`src/rtl/dmem_port_arbiter.sv`:
```
`default_nettype none
// ============================================================================
// Module   : dmem_port_arbiter
// Brief    : Shares the data-memory port between CPU and debug; sub-word
//            stores as read-modify-write when DMEM_RMW_EN is defined.
// Revision : 1.0
// ============================================================================
module dmem_port_arbiter #(
    parameter int DBG_MAX_WAIT = 8
) (
    input  logic        clk,
    input  logic        rst_n,
    input  logic        cpu_req,
    input  logic        cpu_we,
    input  logic [1:0]  cpu_size,
    input  logic [8:0]  cpu_addr,
    input  logic [31:0] cpu_wdata,
    output logic [31:0] cpu_rdata,
    output logic        cpu_ack,
    output logic        cpu_stall,
    input  logic        dbg_req,
    input  logic        dbg_we,
    input  logic [6:0]  dbg_addr,
    input  logic [31:0] dbg_wdata,
    output logic [31:0] dbg_rdata,
    output logic        dbg_ack,
    output logic [6:0]  mem_addr,
    output logic        mem_we,
    output logic [31:0] mem_wdata,
    input  logic [31:0] mem_rdata
);

    localparam int CNT_W = $clog2(DBG_MAX_WAIT + 1);

    typedef enum logic [1:0] {
        IDLE    = 2'd0,
        RD_WAIT = 2'd1,
        RMW_RD  = 2'd2,
        RMW_WR  = 2'd3
    } state_t;

    state_t             r_state;
    state_t             w_next;
    logic               r_owner_dbg;
    logic [6:0]         r_addr;
    logic [CNT_W-1:0]   r_wait_cnt;
    logic               w_wait_full;
    logic               w_grant_dbg;
    logic               w_grant_cpu;
    logic               w_cpu_word_wr;
    logic [31:0]        w_cpu_store;

    assign w_wait_full = (r_wait_cnt == CNT_W'(DBG_MAX_WAIT));
    assign w_grant_dbg = rst_n && (r_state == IDLE) && dbg_req && (!cpu_req || w_wait_full);
    assign w_grant_cpu = rst_n && (r_state == IDLE) && !w_grant_dbg && cpu_req;

`ifdef DMEM_RMW_EN
    logic [1:0]  r_lane;
    logic        r_half;
    logic [15:0] r_wdata;
    logic [31:0] r_merge;
    logic [31:0] w_merged;

    assign w_cpu_word_wr = cpu_we && cpu_size[1];
    assign w_cpu_store   = cpu_wdata;

    // Little-endian lane replacement over the word just read back.
    always_comb begin
        w_merged = mem_rdata;
        if (r_half) begin
            if (r_lane[1]) w_merged[31:16] = r_wdata;
            else           w_merged[15:0]  = r_wdata;
        end else begin
            w_merged[8*r_lane +: 8] = r_wdata[7:0];
        end
    end

    always_ff @(posedge clk) begin
        if (!rst_n) begin
            r_lane  <= 2'b00;
            r_half  <= 1'b0;
            r_wdata <= 16'h0000;
            r_merge <= 32'h0000_0000;
        end else begin
            if (w_grant_cpu) begin
                r_lane  <= cpu_addr[1:0];
                r_half  <= cpu_size[0];
                r_wdata <= cpu_wdata[15:0];
            end
            if (r_state == RMW_RD) r_merge <= w_merged;
        end
    end
`else
    logic w_unused_lane;

    // Without RMW, narrow stores become zero-extended full-word writes.
    assign w_cpu_word_wr = cpu_we;
    assign w_unused_lane = &{1'b0, cpu_addr[1:0]};
    always_comb begin
        case (cpu_size)
            2'b00:   w_cpu_store = {24'h000000, cpu_wdata[7:0]};
            2'b01:   w_cpu_store = {16'h0000, cpu_wdata[15:0]};
            default: w_cpu_store = cpu_wdata;
        endcase
    end
`endif

    always_ff @(posedge clk) begin
        if (!rst_n) r_state <= IDLE;
        else        r_state <= w_next;
    end

    always_comb begin
        w_next    = r_state;
        mem_addr  = 7'h00;
        mem_we    = 1'b0;
        mem_wdata = 32'h0000_0000;
        cpu_ack   = 1'b0;
        dbg_ack   = 1'b0;
        cpu_rdata = 32'h0000_0000;
        dbg_rdata = 32'h0000_0000;
        if (rst_n) begin
            case (r_state)
                IDLE: begin
                    if (w_grant_dbg) begin
                        mem_addr = dbg_addr;
                        if (dbg_we) begin
                            mem_we    = 1'b1;
                            mem_wdata = dbg_wdata;
                            dbg_ack   = 1'b1;
                        end else begin
                            w_next = RD_WAIT;
                        end
                    end else if (w_grant_cpu) begin
                        mem_addr = cpu_addr[8:2];
                        if (w_cpu_word_wr) begin
                            mem_we    = 1'b1;
                            mem_wdata = w_cpu_store;
                            cpu_ack   = 1'b1;
                        end
`ifdef DMEM_RMW_EN
                        else if (cpu_we) begin
                            w_next = RMW_RD;
                        end
`endif
                        else begin
                            w_next = RD_WAIT;
                        end
                    end
                end
                RD_WAIT: begin
                    mem_addr = r_addr;
                    w_next   = IDLE;
                    if (r_owner_dbg) begin
                        dbg_ack   = 1'b1;
                        dbg_rdata = mem_rdata;
                    end else begin
                        cpu_ack   = 1'b1;
                        cpu_rdata = mem_rdata;
                    end
                end
`ifdef DMEM_RMW_EN
                RMW_RD: begin
                    mem_addr = r_addr;
                    w_next   = RMW_WR;
                end
                RMW_WR: begin
                    mem_addr  = r_addr;
                    mem_we    = 1'b1;
                    mem_wdata = r_merge;
                    cpu_ack   = 1'b1;
                    w_next    = IDLE;
                end
`endif
                default: w_next = IDLE;
            endcase
        end
    end

    assign cpu_stall = rst_n && cpu_req && !cpu_ack;

    // Owner and word index are held so an access finishes even if req drops.
    always_ff @(posedge clk) begin
        if (!rst_n) begin
            r_owner_dbg <= 1'b0;
            r_addr      <= 7'h00;
            r_wait_cnt  <= '0;
        end else begin
            if (w_grant_dbg || w_grant_cpu) begin
                r_owner_dbg <= w_grant_dbg;
                r_addr      <= w_grant_dbg ? dbg_addr : cpu_addr[8:2];
            end
            if (!dbg_req || w_grant_dbg)
                r_wait_cnt <= '0;
            else if (w_grant_cpu && !w_wait_full)
                r_wait_cnt <= r_wait_cnt + CNT_W'(1);
        end
    end

endmodule
`default_nettype wire
```
`config.mk`:
```
export PLATFORM = sky130hd
export DESIGN_NAME = dmem_port_arbiter
export DESIGN_NICKNAME = d
export VERILOG_FILES = /design/src/rtl/dmem_port_arbiter.sv
export SDC_FILE = /design/constraint.sdc
export NUM_CORES = 1
export LEC_CHECK = 0
export BUFFER_PORTS_ARGS = -buffer_cell sky130_fd_sc_hd__clkbuf_2
export CORE_AREA = 5 5 85 87
export CTS_BUF_LIST = sky130_fd_sc_hd__clkbuf_2
export DETAILED_ROUTE_END_ITERATION = 8
export DIE_AREA = 0 0 90 92
export PLACE_DENSITY_LB_ADDON = 0.05
export SLEW_MARGIN = 25
export SYNTH_ARGS = -nofsm -noshare
export SYNTH_HDL_FRONTEND = slang
export SYNTH_SLANG_ARGS = --single-unit
```
`constraint.sdc`:
```
create_clock -name clk -period 1.5 [get_ports clk]
set_input_delay 0 -clock clk [delete_from_list [all_inputs] [get_ports clk]]
set_output_delay 0 -clock clk [all_outputs]
set_load 0.02 [all_outputs]
```
-- Word-level counts from Yosys, hierarchy flattened
Index checks and enable logic that the tools add are counted.
- bits in registers: 14
- input bits: 120
- logic and storage cells: 69
- add/sub/neg operators: 1
- equality and inequality tests: 5
- multiplexer cells: 36
- bitwise operators: 1
- reduce and logical (&&, ||, !) cells: 22
- operator list (kind ; count):
    two-way mux 32 bit ; 12
    one-hot mux 32 bit (2 select lines) ; 1
    two-way mux 7 bit ; 4
    one-hot mux 7 bit (2 select lines) ; 1
    two-way mux 1 bit ; 12
    logical AND 1 bit ; 8
    two-way mux 2 bit ; 4
    logical NOT 1 bit ; 5
    adder 4 x 1 -> 4 bit, second input constant ; 1
    == test 2 x 1 -> 1 bit, second input constant ; 2
    == test 4 bit, second input constant ; 1
    logical NOT 2 bit ; 2
    one-hot mux 1 bit (2 select lines) ; 2
    logical OR 1 bit ; 3
    AND reduction 3 bit ; 1
    != test 2 x 1 -> 1 bit, second input constant ; 1
    != test 2 bit, second input constant ; 1
    AND reduction 2 bit ; 1
    nonzero test 2 bit ; 1
    OR reduction 2 bit ; 1
    NOT 1 bit ; 1

-- Longest topological paths before layout
- depth in word-level cells: 13
- mapped depth: 7

-- Least setup slack after synthesis
Ideal clock, no wire load.
- kind: register to output
- start: reg r_wait_cnt[0]
- end: out mem_wdata[10]
- data arrival time: 1613 ps
- required time: 1500 ps
- slack: -113 ps
- cell stages (with the launch flop): 8
- path buffers: 2
- cell sequence: dfxtp_1 -> inv_1 -> ha_1 -> and4b_4 -> o211a_1 -> buf_2 -> buf_6 -> a22o_1
- cells in the longest elaborated chain, start to end: 10
- RTL lines (item ; RTL line ; RTL):
    from (decl) ; 46 ; logic [CNT_W-1:0] r_wait_cnt;
    from (signal assigned) ; 196 ; r_wait_cnt <= r_wait_cnt + CNT_W'(1);
    == test 4 bit * ; 53 ; assign w_wait_full = (r_wait_cnt == CNT_W'(DBG_MAX_WAIT));
    logical OR 1 bit * ; 54 ; assign w_grant_dbg = rst_n && (r_state == IDLE) && dbg_req && (!cpu_req || w_wait_full);
    logical AND 1 bit * ; 54 ;
    logical NOT 1 bit ; 55 ; assign w_grant_cpu = rst_n && (r_state == IDLE) && !w_grant_dbg && cpu_req;
    logical AND 1 bit (2 in a row) ; 55 ;
    two-way mux 32 bit ; 134 ; end else if (w_grant_cpu) begin
    two-way mux 32 bit * ; 125 ; if (w_grant_dbg) begin
    two-way mux 32 bit * ; 123 ; case (r_state)
    two-way mux 32 bit * ; 122 ; if (rst_n) begin
    to (decl) ; 29 ; output logic [31:0] mem_wdata,
Every way passes the cells marked *; elsewhere a longest branch is shown, timed or not.

-- Worst setup path after layout
- start: reg r_wait_cnt[0]
- end: out mem_wdata[26]
The elaborated chain is that of the path after synthesis.

==> flow_metrics.py <==
metrics = {
    "logic_synthesis": {
        "number_of_synthesis_warnings": 0,
        "async_flop_share": 0,
        "ffs_latches_synth": 13,
        "synth_cells": 275,
        "ys_top_cells_by_area": "sky130_fd_sc_hd__a22o_1 (16%), sky130_fd_sc_hd__dfxtp_1 (15%), sky130_fd_sc_hd__nor2_1 (15%), sky130_fd_sc_hd__nand2_1 (8.4%), sky130_fd_sc_hd__nand3_1 (4.0%)",
        "post_synthesis_net_count": 397,
        "dominant_register_cell_in_the_synthesized_netlist": "sky130_fd_sc_hd__dfxtp_1",
        "edff_count_synth": 0,
        "post_synth_num_cell_types": 44,
        "syn-mean-instance-area_sq_um": 6.338,
        "seq_area_frac_synth": 0.1493,
        "syn-cell-area_sq_mm": 0.001743,
        "synth_top_area_cell": "sky130_fd_sc_hd__a22o_1",
        "synth_largest_type_area_fraction": 0.1608,
    },
    "global_route": {
        "global_route.usage.total": 0.2004,
        "first_pass_grt_wire_length_um": 14170,
        "globalRoute.busiestLayer": "met2",
        "met2_usage": 0.3909,
        "use_met3": 0.05074,
        "gr-usage-met1": 0.2166,
        "antenna_found_initial": 0,
        "grt_start_max_net_pins": 33,
        "grt_pass1_vias": 2930,
        "remaining_overflow_grt": 0,
    },
    "drt": {
        "ant_nets": 0,
        "route.detailed.wl_per_inst_um": 16.47,
        "vias": 3086,
        "detail_route.wirelength_um": 9967,
        "firstDrtPassIters": 4,
        "vias_per_cell": 5.101,
        "drcViolationCount": 0,
        "drt_first_iter_violations": 126,
    },
    "worst_setup_path": {
        "r2r-start": "r_wait_cnt[0]",
        "timing.critical_path.slowest_stage_cell": "sky130_fd_sc_hd__dfxtp_2",
        "worst-endpoint-required_ns": 1.50,
        "startpoint_type": "flop",
        "path_cells": "inv_2, ha_4, and4b_4, o211a_4, buf_12, a22o_4, clkbuf_2",
        "critical_path_peak_fanout": 16,
        "critical_path.top_delay_family": "compound AO/OA/AOI/OAI gates",
        "reg2reg_setup_slack_ns": -0.36,
        "crit_end": "mem_wdata[26]",
        "arrival_ns": 1.91,
        "cp_slowest_stage_delay_ns": 0.37,
        "worstPathBufferInverterCount": 3,
        "crit_cells": 7,
        "worst-r2r-cell-count": 9,
        "setup.worst_path.end_class": "output port",
        "criticalPathCategory": "flop to output port",
        "critical_path.reg2reg.endpoint": "r_wait_cnt[2]",
        "crit_start": "r_wait_cnt[0]",
    },
    "pwr": {
        "power_leakage_nw": 2.178,
        "comb_power_share": 0.606,
        "power_density_mw_per_mm2": 362.4,
        "power_frac_clock": 0.139,
        "power.ir.vdd_worst_v": 0.0002351,
        "internal-power_mw": 0.8795,
        "pwr-share-seq": 0.255,
        "netSwitchingPower_mw": 0.6094,
        "totalPowerFinal_mw": 1.489,
        "netSwitchingFraction": 0.4093,
    },
    "flow_run": {
        "timing.max_cap.violations": 0,
    },
    "clock_tree": {
        "clk_latency_ns": 0.29,
        "cts_inserted_buffers": 3,
        "worst_setup_hold_path_clk_slew_ns": 0.14,
        "max-clock-path-buffers": 2,
        "clockRootBuffer": "sky130_fd_sc_hd__clkbuf_2",
        "clock_sinks": 13,
        "tritoncts_clock_tree": "yes",
        "htree_num_levels": 1,
    },
    "layout": {
        "n_antenna_cell": 0,
        "final_cell_mix": "sky130_fd_sc_hd__clkbuf_2 (148), sky130_fd_sc_hd__nor2_1 (54), sky130_fd_sc_hd__buf_4 (50)",
        "layout.cells.most_common": "sky130_fd_sc_hd__clkbuf_2",
        "layout-drive-gt1-share": 0.6420,
        "design.final.nets": 651,
        "area_overhead_vs_synth_pct": 135.8,
    },
    "timing": {
        "clock_skew_ns": 0.01204,
        "timing.fmax_mhz": 522.3,
        "final-hold-violation-count": 0,
        "period_needed_ns": 1.914,
        "tightest_slew_ns": 0.4258,
        "setup_viol_count_final": 51,
        "final-max-slew-violation-count": 0,
        "worst_slack_ns": -0.4145,
        "grt_setup_unrepaired": "yes",
        "slew_headroom": 0.7162,
        "finalCritPeriodShare": 1.276,
    },
    "floorplanning": {
        "floorplan.die.width_um": 90,
        "floorplan.initialDensity": 0.2777,
        "core-area_sq_mm": 0.006277,
        "site_row_count": 29,
        "die_area_sq_mm": 0.008280,
        "io_pins": 227,
        "die-height_um": 92,
    },
    "worst_hold_path": {
        "min_path_type": "input port to flop",
    },
    "placed_design": {
        "detailedPlace.worstSlack_ns": -0.1487,
        "detailedPlacementHpwl_um": 7489,
        "port-buffer-count": 224,
        "place_congestion": 0.7964,
    },
    "status": {
        "violations": "setup timing",
        "run_status": "complete, but fails checks",
    },
}
==> power groups by stage <==
stage | combinational [mW] | sequential, mW | clock [mW]
after floorplan | 0.392 | 0.383 | 0
after global placement | 0.721 | 0.384 | 0
after detailed placement | 0.727 | 0.384 | 0
after CTS | 0.782 | 0.378 | 0.210
after global routing | 0.962 | 0.382 | 0.231
final | 0.903 | 0.379 | 0.207
==> metrics by stage <==
stage          cells  area (sq um)    util  TNS (ns)  hold WS [ns]
2_1_floorplan    275          2009       -  -0.08622        0.1138
3_3_place_gp     579          3349  0.5336    -3.123        0.2659
3_5_place_dp     579          3349  0.5336    -3.978        0.2560
4_1_cts          598          3626  0.5776    -16.90      0.003327
5_1_grt          605          4109  0.6546    -21.76      0.004612
6_report         605          4109  0.6546    -16.23       0.03141
==> synthesized netlist by cell type (4+ instances only) <==
| library cell | instances |
|---|---|
| sky130_fd_sc_hd__buf_2 | 7 |
| sky130_fd_sc_hd__dfxtp_1 | 13 |
| sky130_fd_sc_hd__a211oi_1 | 4 |
| sky130_fd_sc_hd__clkbuf_1 | 11 |
| sky130_fd_sc_hd__inv_1 | 5 |
| sky130_fd_sc_hd__nand2_1 | 39 |
| sky130_fd_sc_hd__a21oi_1 | 12 |
| sky130_fd_sc_hd__nand3_1 | 14 |
| sky130_fd_sc_hd__buf_6 | 4 |
| sky130_fd_sc_hd__o21ai_0 | 13 |
| sky130_fd_sc_hd__a22o_1 | 32 |
| sky130_fd_sc_hd__nor2_1 | 68 |
| sky130_fd_sc_hd__a311oi_1 | 7 |
| sky130_fd_sc_hd__o211ai_1 | 5 |
==> cell families (layout without fill, tap and decap cells) <==
family | count (synthesis) | in the layout | synth area share
AOI/OAI and AO/OA | 85 | 85 | 0.3568
buffers and inverters | 33 | 286 | 0.1041
and+or+nand+nor | 142 | 142 | 0.3755
DFF | 13 | 13 | 0.1493
adders and majority gates | 2 | 2 | 0.01436
==> metal layers <==
| layer | up-vias | wire (um) |
|---|---|---|
| met1 | 1414 | 3605 |
| li1 | 1497 | - |
| met5 | - | 0 |
| met3 | 12 | 861 |
| met2 | 163 | 5378 |
| met4 | 0 | 121 |
==> flip-flops by register name, indices dropped and copies added, names as in the netlist <==
register	flops
r_state	1
r_addr	7
r_wait_cnt	4
r_owner_dbg	1
==> worst reg2reg max path: stages, from the launching register on <==
cell                       delay (ns)
sky130_fd_sc_hd__dfxtp_2         0.37
sky130_fd_sc_hd__inv_2           0.05
sky130_fd_sc_hd__ha_4            0.15
sky130_fd_sc_hd__buf_4           0.13
sky130_fd_sc_hd__buf_6           0.11
sky130_fd_sc_hd__buf_6           0.11
sky130_fd_sc_hd__buf_6           0.10
sky130_fd_sc_hd__and3b_1         0.19
sky130_fd_sc_hd__or4_4           0.42
sky130_fd_sc_hd__a211oi_2        0.17
==> layout make-up <==
class | count | area, sq um
repair buffers | 276 | 1988
clock buffers | 4 | 20.02
inverters | 6 | 22.52
fillers | 538 | 2168
multi-input cells | 229 | 1718
flip-flops and latches | 13 | 264.0
well taps | 77 | 96.34
==> worst min path at each step <==
| stage | cells past startpoint | from | end | slack (ns) |
|---|---|---|---|---|
| floorplan | 1 | dbg_we | r_state[0] | 0.11 |
| global placement | 2 | dbg_we | r_state[0] | 0.27 |
| detailed placement | 2 | dbg_we | r_state[0] | 0.26 |
| CTS | 3 | dbg_addr[4] | r_addr[4] | 0.003 |
| global route | 3 | cpu_addr[7] | r_addr[5] | 0.005 |
| finish | 3 | cpu_addr[7] | r_addr[5] | 0.03 |
==> timing repair <==
item,4_1_cts,5_1_grt
setup buffers,3,5
gates cloned,1,2
pin swaps,10,16
hold buffers,11,1
resized for setup,35,201
endpoints found under the setup margin,108,104
hold endpoints to repair,7,1
(Power assumes the default switching activity.)
